<file path="src/rtl/xadc_pkg.sv">
// Shared definitions for the XADC DRP sampler.
//   xadc_state_t : read sequencer states (IDLE, REQ, WAIT)
//   XADC_RES_W   : width of one XADC conversion result
//   VPVN, TEMP   : DRP addresses of the dedicated input and the temperature sensor
package xadc_pkg;

    typedef enum logic [1:0] {
        IDLE = 2'd0,
        REQ  = 2'd1,
        WAIT = 2'd2
    } xadc_state_t;

    localparam int XADC_RES_W = 12;

    localparam logic [6:0] VPVN = 7'h03;
    localparam logic [6:0] TEMP = 7'h00;

endpackage

</file>
<file path="src/rtl/sample_avg.sv">
// Box-car averager for XADC results.
// Accumulates 2^AVG_LOG2 samples. On the sample that completes a block it
// publishes the top 8 bits of the 12-bit mean and pulses level_valid. The
// result is registered on the same edge that accepts the completing sample.
//   clk, rst_n    : clock, synchronous active-low reset
//   sample        : 12-bit conversion result (qualified by sample_valid)
//   sample_valid  : one-cycle strobe, sample is accepted on this edge
//   level         : averaged level, held between updates
//   level_valid   : one-cycle pulse when level updates
module sample_avg
    import xadc_pkg::*;
#(
    parameter int AVG_LOG2 = 4
) (
    input  logic                  clk,
    input  logic                  rst_n,
    input  logic [XADC_RES_W-1:0] sample,
    input  logic                  sample_valid,
    output logic [7:0]            level,
    output logic                  level_valid
);

    localparam int ACC_W = XADC_RES_W + AVG_LOG2;
    // Keep the counter at least one bit wide so AVG_LOG2 = 0 stays legal.
    localparam int CNT_W = (AVG_LOG2 == 0) ? 1 : AVG_LOG2;
    localparam logic [CNT_W-1:0] CNT_LAST = CNT_W'((1 << AVG_LOG2) - 1);

    logic [ACC_W-1:0] acc;
    logic [ACC_W-1:0] sum;
    logic [CNT_W-1:0] cnt;
    logic [7:0]       level_nxt;

    assign sum = acc + ACC_W'(sample);
    // mean = sum >> AVG_LOG2 fits in 12 bits; level is its top byte.
    assign level_nxt = 8'(sum >> (AVG_LOG2 + 4));

    always_ff @(posedge clk) begin
        if (!rst_n) begin
            acc         <= '0;
            cnt         <= '0;
            level       <= '0;
            level_valid <= 1'b0;
        end else begin
            level_valid <= 1'b0;
            if (sample_valid) begin
                if (cnt == CNT_LAST) begin
                    level       <= level_nxt;
                    level_valid <= 1'b1;
                    acc         <= '0;
                    cnt         <= '0;
                end else begin
                    acc <= sum;
                    cnt <= cnt + CNT_W'(1);
                end
            end
        end
    end

endmodule

</file>
<file path="src/rtl/xadc_drp_sampler.sv">
// XADC DRP read sequencer for one fixed channel.
// Each end-of-conversion pulse seen in IDLE launches one DRP read; the result
// in drp_do[15:4] is captured on data-ready, or the read is abandoned after
// TIMEOUT wait cycles and the sticky timeout_err is set. Captured results feed
// a box-car averager whose 8-bit level drives the LED PWM compare.
//   clk, rst_n    : clock, synchronous active-low reset
//   eoc_in        : end-of-conversion pulse (ignored unless IDLE)
//   drp_den       : one-cycle read strobe
//   drp_daddr     : constant CHANNEL
//   drp_dwe       : always 0 (read-only)
//   drp_drdy      : read data ready (honoured only in WAIT)
//   drp_do        : read data, result in [15:4]
//   sample        : last raw result, sample_valid pulses on update
//   level         : averaged level, level_valid pulses on update
//   timeout_err   : sticky, set on any abandoned read
//   state_dbg     : current sequencer state
//
// DRP handshake: drp_den is high for exactly one cycle per read; the read
// completes on the first cycle drp_drdy is high while the FSM is in WAIT.
// drp_drdy in any other state is a stray and is discarded.
module xadc_drp_sampler
    import xadc_pkg::*;
#(
    parameter logic [6:0] CHANNEL  = VPVN,
    parameter int         AVG_LOG2 = 4,
    parameter int         TIMEOUT  = 255
) (
    input  logic                  clk,
    input  logic                  rst_n,
    input  logic                  eoc_in,
    output logic                  drp_den,
    output logic [6:0]            drp_daddr,
    output logic                  drp_dwe,
    input  logic                  drp_drdy,
    input  logic [15:0]           drp_do,
    output logic [XADC_RES_W-1:0] sample,
    output logic                  sample_valid,
    output logic [7:0]            level,
    output logic                  level_valid,
    output logic                  timeout_err,
    output xadc_state_t           state_dbg
);

    localparam logic [15:0] TO_LAST = 16'(TIMEOUT - 1);

    xadc_state_t state;
    xadc_state_t state_nxt;
    logic [15:0] to_cnt;
    logic        rd_done;
    logic        rd_timeout;
    logic        unused_low_bits;

    assign drp_daddr       = CHANNEL;
    assign drp_dwe         = 1'b0;
    assign state_dbg       = state;
    assign unused_low_bits = ^drp_do[3:0];

    always_comb begin
        state_nxt  = state;
        rd_done    = 1'b0;
        rd_timeout = 1'b0;
        case (state)
            IDLE: if (eoc_in) state_nxt = REQ;
            REQ:  state_nxt = WAIT;
            WAIT: begin
                // drdy takes priority over the terminal count.
                if (drp_drdy) begin
                    rd_done   = 1'b1;
                    state_nxt = IDLE;
                end else if (to_cnt == TO_LAST) begin
                    rd_timeout = 1'b1;
                    state_nxt  = IDLE;
                end
            end
            default: state_nxt = IDLE;
        endcase
    end

    always_ff @(posedge clk) begin
        if (!rst_n) begin
            state        <= IDLE;
            to_cnt       <= '0;
            drp_den      <= 1'b0;
            sample       <= '0;
            sample_valid <= 1'b0;
            timeout_err  <= 1'b0;
        end else begin
            state        <= state_nxt;
            // Registered strobe: high exactly during the REQ cycle.
            drp_den      <= (state_nxt == REQ);
            sample_valid <= rd_done;
            if (rd_done) sample <= drp_do[15:4];
            if (rd_timeout) timeout_err <= 1'b1;
            if (state == REQ) to_cnt <= '0;
            else if (state == WAIT) to_cnt <= to_cnt + 16'd1;
        end
    end

    // Fed from the raw DRP data so level lands in the same cycle as sample.
    sample_avg #(
        .AVG_LOG2(AVG_LOG2)
    ) u_avg (
        .clk         (clk),
        .rst_n       (rst_n),
        .sample      (drp_do[15:4]),
        .sample_valid(rd_done),
        .level       (level),
        .level_valid (level_valid)
    );

endmodule

</file>
<file path="config.mk">
export PLATFORM = sky130hd
export DESIGN_NAME = xadc_drp_sampler
export DESIGN_NICKNAME = d
export VERILOG_FILES = /design/src/rtl/xadc_pkg.sv /design/src/rtl/sample_avg.sv /design/src/rtl/xadc_drp_sampler.sv
export SDC_FILE = /design/constraint.sdc
export NUM_CORES = 1
export LEC_CHECK = 0
export CORE_MARGIN = 5
export CORE_UTILIZATION = 63
export CTS_CLUSTER_SIZE = 24
export DETAILED_ROUTE_END_ITERATION = 8
export DONT_BUFFER_PORTS = 1
export HOLD_SLACK_MARGIN = 0.1
export PLACE_DENSITY = 0.88
export SYNTH_ARGS = -nofsm -noshare
export SYNTH_HDL_FRONTEND = slang
export SYNTH_SLANG_ARGS = --single-unit
</file>
<file path="constraint.sdc">
create_clock -name clk -period 2.5 [get_ports clk]
set_clock_uncertainty 0.1 [all_clocks]
set_input_delay 0.25 -clock clk [delete_from_list [all_inputs] [get_ports clk]]
set_output_delay 0.25 -clock clk [all_outputs]
set_load 0.1 [all_outputs]
</file>
Word level (Yosys, flattened, before mapping)
Cells that the tools add are included.

word-level totals
  register bits after elaboration = 62
  memories = 0
  output and inout bits = 34
  bits in latches = 0
  ROM bits = 0
  bits in writable memories = 0
  logic and storage cells = 35
  bits of input ports = 20

operators by class
  $add $sub $neg = 3
  shift-type cells = 0
  div/mod/pow operators = 0
  bitwise logic cells = 1
  equality and inequality tests = 5
  $lt $le $gt $ge = 0
  reductions and logical operators = 4
  multiplexer cells = 12
  multipliers = 0

operators with widths
  kind                                                              count
  16-bit by 1-bit adder with 16-bit output, second input constant   1
  16-bit by 12-bit adder with 16-bit output                         1
  16-bit by 8-bit == test with 1-bit output, second input constant  1
  16-bit 2-to-1 mux                                                 1
  1-bit 2-to-1 mux                                                  6
  2-bit 2-to-1 mux                                                  3
  2-bit one-hot mux with 3 select lines                             1
  4-bit by 1-bit adder with 4-bit output, second input constant     1
  2-bit by 1-bit == test with 1-bit output, second input constant   2
  4-bit == test, second input constant                              1
  4-bit 2-to-1 mux                                                  1
  2-bit AND reduction                                               2
  2-bit == test, second input constant                              1
  2-bit zero test                                                   1
  2-bit OR reduction                                                1
  1-bit NOT                                                         1

Depth between registers and ports, before layout
Gate-level depths: netlist of the first run.

  depth in word-level cells = 5
  depth in mapped cells = 9
  gate-level depth less buffers = 9

Hierarchy
Synthesis of the first run repeated with hierarchy kept, for this count alone.

unflattened totals
  cell total of the unflattened synthesis = 407
  area, all modules = 3,424.5 um^2

modules (own cells, without submodules)
  module            instances  cells an instance  seq. area each (um^2)  area each (um^2)
  sample_avg        1          228                580.6                  1,925.6
  xadc_drp_sampler  1          179                660.6                  1,498.9

Worst setup path before layout of the first run
OpenSTA, ideal clock, no wires.

  path kind = reg2reg
  from = register state[1], in the netlist state_dbg[1]
  to = register u_avg.level[7]
  period minus slack after synthesis = 2.353 ns
  required time = 2.280 ns
  library setup time = 0.120 ns
  stages on the path, launching flop included = 8
  data arrival time = 2.133 ns
  path slack = 0.147 ns
  buffers on the path = 1
  cells stage by stage = dfxtp_1 and2b_1 and2_1 buf_2 nand2b_1 a311o_1 o21ai_0 nor3_1

between the ends
  cells in the longest elaborated chain, start to end = 3

RTL lines
  element                               RTL line                text
  start: declaration                    xadc_drp_sampler.sv:46  xadc_state_t state;
  start signal: assignment              xadc_drp_sampler.sv:88  state <= state_nxt;
  2-bit == test                         xadc_drp_sampler.sv:62  case (state)
  1-bit 2-to-1 mux                      xadc_drp_sampler.sv:62
  2-bit AND reduction (no source line)  -
  end signal: assignment                sample_avg.sv:47        level <= level_nxt;
  end: declaration                      sample_avg.sv:19        output logic [7:0] level,

Every way passes these cells.
A chain may end at the register's enable or synchronous reset.

Worst setup path after layout of the first run
  from = register u_avg.acc[0]
  to = register u_avg.acc[12]

between the ends
  cells in the longest elaborated chain, start to end = 2

RTL lines
  element                                    RTL line          text
  start: declaration                         sample_avg.sv:28  logic [ACC_W-1:0] acc;
  start signal: assignment                   sample_avg.sv:52  acc <= sum;
  16-bit by 12-bit adder with 16-bit output  sample_avg.sv:33  assign sum = acc + ACC_W'(sample);
  16-bit 2-to-1 mux                          sample_avg.sv:46  if (cnt == CNT_LAST) begin

Every way passes these cells.

==> results of run 1 <==
sequential cells by signal, indices dropped and copies added (netlist names):
register,count
to_cnt,16
u_avg.acc,16
sample,12
u_avg.level,8
u_avg.cnt,4
state_dbg,2
drp_den,1
sample_valid,1
timeout_err,1
u_avg.level_valid,1
worst max-delay path by stage:
stage,startpoint,to,slack (ns),depth (start not counted)
2_1_floorplan,state_dbg[1],u_avg.level[7],0.15,7
3_3_place_gp,u_avg.acc[0],u_avg.acc[12],0.26,9
3_5_place_dp,u_avg.acc[0],u_avg.acc[12],0.17,9
4_1_cts,u_avg.acc[0],u_avg.acc[12],0.15,9
5_1_grt,u_avg.acc[0],u_avg.acc[12],0.002,9
6_report,u_avg.acc[0],u_avg.acc[12],0.11,9
worst register-to-register path, cell delays in order, from the launching register on:
cell       delay [ns]
dfxtp_1          0.33
ha_1             0.17
inv_1            0.06
fa_1             0.41
nor2b_1          0.20
o2111ai_1        0.18
a21oi_2          0.30
o21ai_2          0.13
o21a_1           0.19
o211a_1          0.22
cells by family (layout without fill, tap and decap cells):
group / count (synthesis) / after routing
adders and majority gates: 16 / 16
xor gates and xnor gates: 27 / 27
buffers and inverters: 29 / 66
AOI/OAI and AO/OA: 81 / 81
other: 2 / 8
muxes: 3 / 3
and+or+nand+nor: 152 / 152
DFF: 62 / 62
timing repair:
item | CTS | global route
hold endpoints to repair | 40 | 0
hold buffers | 16 | 0
buffers inserted | 0 | 0
power by group:
part | switching, mW | internal [mW]
clock network | 0.394 | 0.642
registers | 0.0182 | 1.00
logic | 0.181 | 0.0730
per-layer routing:
layer	vias to the layer above	GRT usage, %	wire, microns
li1	1354	-	-
met5	-	0	0
met3	17	7.74	520
met1	1295	27.1	3060
met4	0	10.8	145
met2	87	42.4	3700
synthesized netlist by cell type, types with 9 or more instances:
cell type,n
a21boi_0,16
a21oi_1,11
clkbuf_1,9
dfxtp_1,62
ha_1,15
nand2_1,58
nand3_1,10
nor2_1,28
nor3_1,11
o21ai_0,14
xnor2_1,10
xor2_1,17
final cells by class:
type / instances / area share (%)
tap: 67 / 2.25
clock inverter: 3 / 1.75
clock buffer: 13 / 4.54
sequential: 62 / 33.3
multi-input combinational: 287 / 47.5
timing repair buffer: 42 / 9.81
inverter: 8 / 0.806
per-stage QoR:
| step | instances | hold slack, ns | setup slack (ns) |
|---|---|---|---|
| 2_1_floorplan | 378 | 0.293 | 0.147 |
| 3_3_place_gp | 450 | 0.275 | 0.259 |
| 3_5_place_dp | 450 | 0.277 | 0.169 |
| 4_1_cts | 482 | 0.106 | 0.146 |
| 5_1_grt | 482 | 0.121 | 0.00150 |
| 6_report | 482 | 0.106 | 0.108 |
==> flow_metrics.env, run 1 <==
export IMPL_outcome="finished clean"
export IMPL_p_leak_nw=1.51
export IMPL_post_route_period_util_pct=95.7
export IMPL_fp_dieH_microns=80.6
export IMPL_drtPass1Iterations=4
export IMPL_synth_cell_types=51
export IMPL_crit_required_ns=2.64
export IMPL_period_needed_ns=2.39
export IMPL_final_seq_area_sq_mm=0.00124
export IMPL_whs_endpoint="u_avg.acc[0]"
export IMPL_synth_compound_area_share_pct=17.3
export IMPL_syn_instance_count=372
export IMPL_drive_gt1_share_pct=11.6
export IMPL_start_kind="flip-flop"
export IMPL_synth_seq_area_share_pct=39.6
export IMPL_grt_use_total_pct=24.4
export IMPL_synth_seq_cells=62
export IMPL_layout_commonest_cell="dfxtp_1"
export IMPL_rsz0062_at_grt="false"
export IMPL_path_delay_family="compound AO/OA/AOI/OAI gates"
export IMPL_synth_top_family_by_area="simple AND/OR/NAND/NOR gates"
export IMPL_hold_violations=0
export IMPL_vias_per_cell=5.71
export IMPL_max_freq_mhz=418
export IMPL_cts_buffers=9
export IMPL_r2r_end="u_avg.acc[12]"
export IMPL_area_growth_syn_to_layout_pct=18.7
export IMPL_holdCritStartpoint="drp_do[4]"
export IMPL_core_area_sq_mm=0.00479
export IMPL_die_w_microns=80.6
export IMPL_critical_path_max_fanout=4
export IMPL_ctsResizeCount=0
export IMPL_synth_edf_count=0
export IMPL_grt_overflow=0
export IMPL_vias=2753
export IMPL_cts_sink_count=62
export IMPL_htreeDepth=3
export IMPL_final_cell_mix="62 x dfxtp_1, 58 x nand2_1, 28 x nor2_1, 26 x buf_4, 17 x xor2_1"
export IMPL_worstHoldPathCells=3
export IMPL_worstSetupPathType="reg -> reg"
export IMPL_routabilityCongestion=0.875
export IMPL_antenna_found_initial=0
export IMPL_worst_pin_slew_ns=0.938
export IMPL_fin_setup_tns_ns=0
export IMPL_drc=0
export IMPL_grt_pass1_wl_mm=12.2
export IMPL_yosys_warnings=0
export IMPL_first_global_vias=2703
export IMPL_cap_viol_max_count=0
export IMPL_arrival_ns=2.53
export IMPL_reg2reg_from="u_avg.acc[0]"
export IMPL_hpwl_mm=4.84
export IMPL_cts_tree="yes"
export IMPL_async_flop_share_pct=0
export IMPL_cp_end_kind="flip-flop"
export IMPL_netlist_area_sq_mm=0.00314
export IMPL_fin_area_sq_mm=0.00372
export IMPL_clk_pin_slew_ns=0.07
export IMPL_ys_top_cells_by_area="dfxtp_1 40%, nand2_1 6.9%, ha_1 6.0%"
export IMPL_avgSynthCellArea_sq_um=8.44
export IMPL_ff2ff_path_depth=9
export IMPL_post_layout_total_power_mw=2.31
export IMPL_multi_input_area_sq_mm=0.00177
export IMPL_hold_class="in -> reg"
export IMPL_placed_cell_area_sq_mm=0.00332
export IMPL_path_cells="ha_1 -> inv_1 -> fa_1 -> nor2b_1 -> o2111ai_1 -> a21oi_2 -> o21ai_2 -> o21a_1 -> o211a_1"
export IMPL_wl_mm=7.42
export IMPL_synth_simple_area_share_pct=23.0
export IMPL_ir_drop_v=0.000496
export IMPL_synthAdderAreaFrac_pct=6.62
export IMPL_clock_latency_ns=0.35
export IMPL_dieArea_sq_mm=0.00649
export IMPL_setup_violations_final=0
export IMPL_ant_nets=0
export IMPL_crit_buf_inv=1
export IMPL_io_pins=54
export IMPL_grt_max_degree=40
export IMPL_yosys_area_top_type="dfxtp_1"
export IMPL_relSlewSlack_pct=37.4
export IMPL_finish_utilization_pct=77.8
export IMPL_synth_mux_area_share_pct=0.957
export IMPL_final_nets=446
export IMPL_crit_slowest_cell="fa_1"
export IMPL_clk_path_buf_depth=2
export IMPL_synthXorXnorAreaFrac_pct=7.54
export IMPL_wl_per_cell_microns=15.4
export IMPL_synthFlopType="dfxtp_1"
export IMPL_port_buffers=0
export IMPL_antenna_cells=0
export IMPL_worst_r2r_setup_slack_ns=0.11
export IMPL_synth_top_area_share_pct=39.6
export IMPL_n_fill_cell=337
export IMPL_start_util_pct=65.6
export IMPL_rows=25
export IMPL_power_density_mw_per_mm2=620
export IMPL_first_iter_violations=184
export IMPL_drv_slew=0
export IMPL_max_stage_delay_ns=0.41
export IMPL_cts_root_buf="clkbuf_8"
(Power assumes the default switching activity.)
==> run 2: changes to the inputs <==
==> constraint.sdc (replaced) <==
create_clock -name clk -period 2.7 [get_ports clk]
set_clock_uncertainty 0.1 [all_clocks]
set_input_delay 0.27 -clock clk [delete_from_list [all_inputs] [get_ports clk]]
set_output_delay 0.27 -clock clk [all_outputs]
set_load 0.1 [all_outputs]
==> run 2 against run 1 <==
Net effect:
- critical path depth unchanged
- global-route usage down 1.0 points
- wire length down 5.6%
- first-iteration DRC count down 29%
- register-to-register slack better by 0.33 ns
- total power down 13%
- worst setup slack better by 0.33 ns
- utilization down 3.0 points
- design area down 3.9%
==> flow_metrics.env, run 2 (same netlist as run 1, synthesis figures left out) <==
export IMPL_ctsResizeCount=0
export IMPL_crit_slowest_cell="fa_1"
export IMPL_path_cells="ha_1 -> inv_1 -> fa_1 -> nor2b_1 -> o2111ai_1 -> a21oi_2 -> o21ai_2 -> o21a_1 -> o211a_1"
export IMPL_wl_mm=7.00
export IMPL_drv_slew=0
export IMPL_area_growth_syn_to_layout_pct=14.0
export IMPL_period_needed_ns=2.27
export IMPL_crit_buf_inv=1
export IMPL_clock_latency_ns=0.35
export IMPL_final_cell_mix="62 x dfxtp_1, 58 x nand2_1, 28 x nor2_1, 17 x xor2_1, 16 x a21boi_0"
export IMPL_drtPass1Iterations=4
export IMPL_cts_buffers=9
export IMPL_layout_commonest_cell="dfxtp_1"
export IMPL_antenna_found_initial=0
export IMPL_first_iter_violations=131
export IMPL_vias=2697
export IMPL_die_w_microns=80.6
export IMPL_dieArea_sq_mm=0.00649
export IMPL_cts_setup_buffers=0
export IMPL_drc=0
export IMPL_holdBufCountCts=16
export IMPL_max_stage_delay_ns=0.39
export IMPL_antenna_cells=0
export IMPL_post_route_period_util_pct=83.9
export IMPL_post_layout_total_power_mw=2.02
export IMPL_io_pins=54
export IMPL_fin_setup_tns_ns=0
export IMPL_final_nets=430
export IMPL_cts_tree="yes"
export IMPL_n_fill_cell=359
export IMPL_grt_max_degree=40
export IMPL_grt_overflow=0
export IMPL_core_area_sq_mm=0.00479
export IMPL_routabilityCongestion=0.873
export IMPL_path_delay_family="compound AO/OA/AOI/OAI gates"
export IMPL_rsz0062_at_grt="false"
export IMPL_grt_pass1_wl_mm=11.9
export IMPL_clk_path_buf_depth=2
export IMPL_cts_root_buf="clkbuf_8"
export IMPL_ir_drop_v=0.000561
export IMPL_p_leak_nw=1.40
export IMPL_worst_pin_slew_ns=1.00
export IMPL_hold_class="in -> reg"
export IMPL_reg_top3="to_cnt (16), u_avg.acc (16), sample (12)"
export IMPL_vias_per_cell=5.79
export IMPL_outcome="finished clean"
export IMPL_critical_path_max_fanout=4
export IMPL_grt_use_total_pct=23.4
export IMPL_wl_per_cell_microns=15.0
export IMPL_start_util_pct=65.6
export IMPL_reg2reg_from="u_avg.acc[0]"
export IMPL_htreeDepth=3
export IMPL_drive_gt1_share_pct=8.27
export IMPL_arrival_ns=2.41
export IMPL_rows=25
export IMPL_startpoint="u_avg.acc[0]"
export IMPL_cp_end_kind="flip-flop"
export IMPL_start_kind="flip-flop"
export IMPL_hold_violations=0
export IMPL_port_buffers=0
export IMPL_hpwl_mm=4.63
export IMPL_setup_violations_final=0
export IMPL_cap_viol_max_count=0
export IMPL_worstSetupPathType="reg -> reg"
export IMPL_max_freq_mhz=441
export IMPL_holdCritStartpoint="drp_do[4]"
export IMPL_relSlewSlack_pct=33.2
export IMPL_fp_dieH_microns=80.6
export IMPL_cts_sink_count=62
export IMPL_crit_required_ns=2.84
export IMPL_ant_nets=0
export IMPL_first_global_vias=2738
export IMPL_power_density_mw_per_mm2=564
export IMPL_clk_pin_slew_ns=0.07
run 2: cell types whose count changed in the layout (fill, tap and decap cells not counted):
cell / before / now
buf_4: 26 / 10
clkinvlp_4: 0 / 3
bufinv_16: 2 / 1
clkbuf_1: 1 / 0
clkbuf_8: 12 / 11
run 2: routing by layer:
layer,GRT usage [%],vias to the layer above,routed length [microns]
met3,6.39,20,533
met1,25.4,1277,2910
li1,-,1319,-
met2,41.1,81,3360
met4,12.5,0,203
met5,0,-,0
run 2: tightest hold or removal path: stages:
cell and delay (ns):
ha_1 0.10, a22oi_1 0.06, nor2b_1 0.10
run 2: power breakdown:
group | internal [mW] | switching (mW)
clock network | 0.474 | 0.370
registers | 0.927 | 0.0434
logic | 0.0635 | 0.139
run 2: final timing paths:
path                                 endpoint  slack [ns]  cells past startpoint
worst max register to register  u_avg.acc[12]        0.43                      9
worst min register to register   u_avg.acc[8]        0.36                      2
worst max-delay path            u_avg.acc[12]        0.43                      9
worst min-delay path             u_avg.acc[0]        0.13                      3
run 2: layout make-up:
type	count	area [sq um]	share of cell area (%)
Timing Repair Buffer	26	245	6.85
Clock inverter	5	57.6	1.61
Sequential cell	62	1240	34.7
Tap cell	67	83.8	2.34
Inverter	8	30.0	0.839
Clock buffer	11	151	4.23
Multi-Input combinational cell	287	1770	49.4
run 2: per-stage QoR:
stage	setup WS [ns]	utilization [%]	instance area [sq um]	hold WS, ns	instances
global route	0.266	74.8	3580	0.150	466
global placement	0.462	66.8	3200	0.295	434
floorplan	0.347	-	3160	0.313	378
detailed placement	0.447	66.8	3200	0.296	434
CTS	0.424	74.8	3580	0.123	466
finish	0.434	74.8	3580	0.128	466
==> run 3: changes to the inputs <==
--- a/config.mk
+++ b/config.mk
@@ -6,12 +6,12 @@
 export NUM_CORES = 1
 export LEC_CHECK = 0
 export CORE_MARGIN = 5
-export CORE_UTILIZATION = 63
+export CORE_UTILIZATION = 57
 export CTS_CLUSTER_SIZE = 24
 export DETAILED_ROUTE_END_ITERATION = 8
 export DONT_BUFFER_PORTS = 1
 export HOLD_SLACK_MARGIN = 0.1
-export PLACE_DENSITY = 0.88
+export PLACE_DENSITY = 0.84
 export SYNTH_ARGS = -nofsm -noshare
 export SYNTH_HDL_FRONTEND = slang
 export SYNTH_SLANG_ARGS = --single-unit
==> constraint.sdc (replaced) <==
create_clock -name clk -period 2 [get_ports clk]
set_clock_uncertainty 0.1 [all_clocks]
set_input_delay 0.2 -clock clk [delete_from_list [all_inputs] [get_ports clk]]
set_output_delay 0.2 -clock clk [all_outputs]
set_load 0.1 [all_outputs]
==> run 3 against run 2 <==
Net effect:
- the run now ends with setup timing left
- maximum frequency fell by 0.81%
- sequential share of layout area decreased by 6.0 points
- count of clock-buffer cells in the layout rose by 1
- worst hold slack better by 0.012 ns
==> flow_metrics.env, run 3 (same netlist as run 1, synthesis figures left out) <==
export IMPL_outcome="complete, but fails checks"
export IMPL_violations="setup timing"
export IMPL_first_global_vias=2989
export IMPL_multi_input_area_sq_mm=0.00202
export IMPL_clk_path_buf_depth=2
export IMPL_crit_slowest_cell="fa_2"
export IMPL_hold_violations=0
export IMPL_fp_dieH_microns=84.2
export IMPL_path_delay_family="compound AO/OA/AOI/OAI gates"
export IMPL_dieArea_sq_mm=0.00709
export IMPL_n_fill_cell=284
export IMPL_vias_per_cell=6.31
export IMPL_cp_num_cells=10
export IMPL_post_place_ws_ns=-0.149
export IMPL_relSlewSlack_pct=53.1
export IMPL_first_iter_violations=486
export IMPL_p_leak_nw=1.73
export IMPL_antenna_found_initial=0
export IMPL_io_pins=54
export IMPL_drv_slew=0
export IMPL_crit_buf_inv=2
export IMPL_core_area_sq_mm=0.00544
export IMPL_arrival_ns=2.42
export IMPL_final_cell_mix="56 x nand2_1, 54 x dfxtp_1, 43 x buf_4, 37 x dlygate4sd3_1, 26 x nor2_1"
export IMPL_worst_r2r_setup_slack_ns=-0.28
export IMPL_finish_utilization_pct=80.1
export IMPL_ir_drop_v=0.000542
export IMPL_path_cells="ha_4 -> inv_2 -> fa_2 -> nor2b_4 -> o2111ai_4 -> a21oi_4 -> buf_4 -> o21ai_2 -> o21a_1 -> o211a_1"
export IMPL_max_freq_mhz=438
export IMPL_vias=3348
export IMPL_cts_buffers=9
export IMPL_post_route_period_util_pct=114
export IMPL_drive_gt1_share_pct=24.4
export IMPL_grt_pass1_wl_mm=14.5
export IMPL_startpoint="u_avg.acc[0]"
export IMPL_worst_slack_ns=-0.284
export IMPL_routabilityCongestion=0.862
export IMPL_area_growth_syn_to_layout_pct=38.8
export IMPL_start_util_pct=57.7
export IMPL_cts_sink_count=62
export IMPL_clk_pin_slew_ns=0.07
export IMPL_worst_pin_slew_ns=0.701
export IMPL_power_density_mw_per_mm2=674
export IMPL_r2r_end="u_avg.acc[12]"
export IMPL_cp_end_kind="flip-flop"
export IMPL_grt_use_total_pct=25.3
export IMPL_reg_top3="to_cnt (16), u_avg.acc (16), sample (12)"
export IMPL_crit_end="u_avg.acc[12]"
export IMPL_rsz0062_at_grt="true"
export IMPL_rows=27
export IMPL_antenna_cells=0
export IMPL_drtPass1Iterations=7
export IMPL_final_nets=490
export IMPL_layout_commonest_cell="nand2_1"
export IMPL_setup_violations_final=17
export IMPL_port_buffers=0
export IMPL_wl_mm=10.8
export IMPL_hold_class="in -> reg"
export IMPL_cap_viol_max_count=0
export IMPL_critical_path_max_fanout=3
export IMPL_worstSetupPathType="reg -> reg"
export IMPL_drc=0
export IMPL_htreeDepth=3
export IMPL_ant_nets=0
export IMPL_crit_required_ns=2.14
export IMPL_grt_max_degree=44
export IMPL_die_w_microns=84.2
export IMPL_hpwl_mm=4.87
export IMPL_cts_root_buf="clkbuf_8"
export IMPL_clock_latency_ns=0.35
export IMPL_max_stage_delay_ns=0.36
export IMPL_period_needed_ns=2.28
export IMPL_start_kind="flip-flop"
export IMPL_grt_overflow=0
export IMPL_cts_tree="yes"
export IMPL_ff2ff_path_depth=10
export IMPL_wl_per_cell_microns=20.3
export IMPL_reg2reg_from="u_avg.acc[0]"
export IMPL_final_seq_area_sq_mm=0.00125
run 3: per-stage QoR:
step	instances	hold WS (ns)	TNS (ns)	power, mW	cell area [sq um]
final	531	0.140	-1.94	2.94	4360
after global routing	531	0.152	-2.93	3.01	4360
after CTS	519	-0.117	-0.580	2.83	4070
after detailed placement	467	0.232	-0.630	1.59	3430
after global placement	467	0.224	-0.198	1.59	3430
after floorplan	378	0.235	-0.0122	1.56	3170
run 3: how the worst min path moves through the flow:
stage	from	end	depth (start not counted)
global route	rst_n	u_avg.acc[11]	2
CTS	rst_n	timeout_err	1
global placement	rst_n	timeout_err	1
floorplan	eoc_in	state_dbg[0]	2
finish	rst_n	u_avg.acc[15]	3
detailed placement	rst_n	to_cnt[0]	1
run 3: worst min-delay path, stage by stage:
cell      delay (ns)
and2_1          0.16
o211ai_1        0.10
nand2_1         0.06
run 3: cell type report:
class | count | area share [%]
flip-flops and latches | 62 | 28.7
clock buffers | 12 | 3.33
repair buffers | 86 | 17.2
clock inverters | 4 | 1.61
inverters | 8 | 0.689
multi-input cells | 287 | 46.4
well taps | 72 | 2.07
run 3: what timing repair did:
item / 4_1_cts / 5_1_grt
pin swaps: 6 / 19
setup endpoints to repair: 14 / 32
hold endpoints to repair: 43 / 18
buffers inserted: 2 / 8
gates resized for setup: 15 / 46
gates cloned: 0 / 2
hold buffers: 34 / 3
run 3: layer usage:
| metal | routed length (microns) | global-route usage (%) | vias up |
|---|---|---|---|
| li1 | - | - | 1440 |
| met1 | 3830 | 30.5 | 1551 |
| met2 | 5090 | 43.5 | 253 |
| met3 | 1100 | 5.89 | 104 |
| met4 | 745 | 10.1 | 0 |
| met5 | 0 | 0 | - |
run 3: report_power, final:
group | switching, mW | internal, mW | total, mW
clock network | 0.515 | 0.733 | 1.25
logic | 0.278 | 0.142 | 0.420
registers | 0.0146 | 1.25 | 1.27
total | 0.808 | 2.13 | 2.94
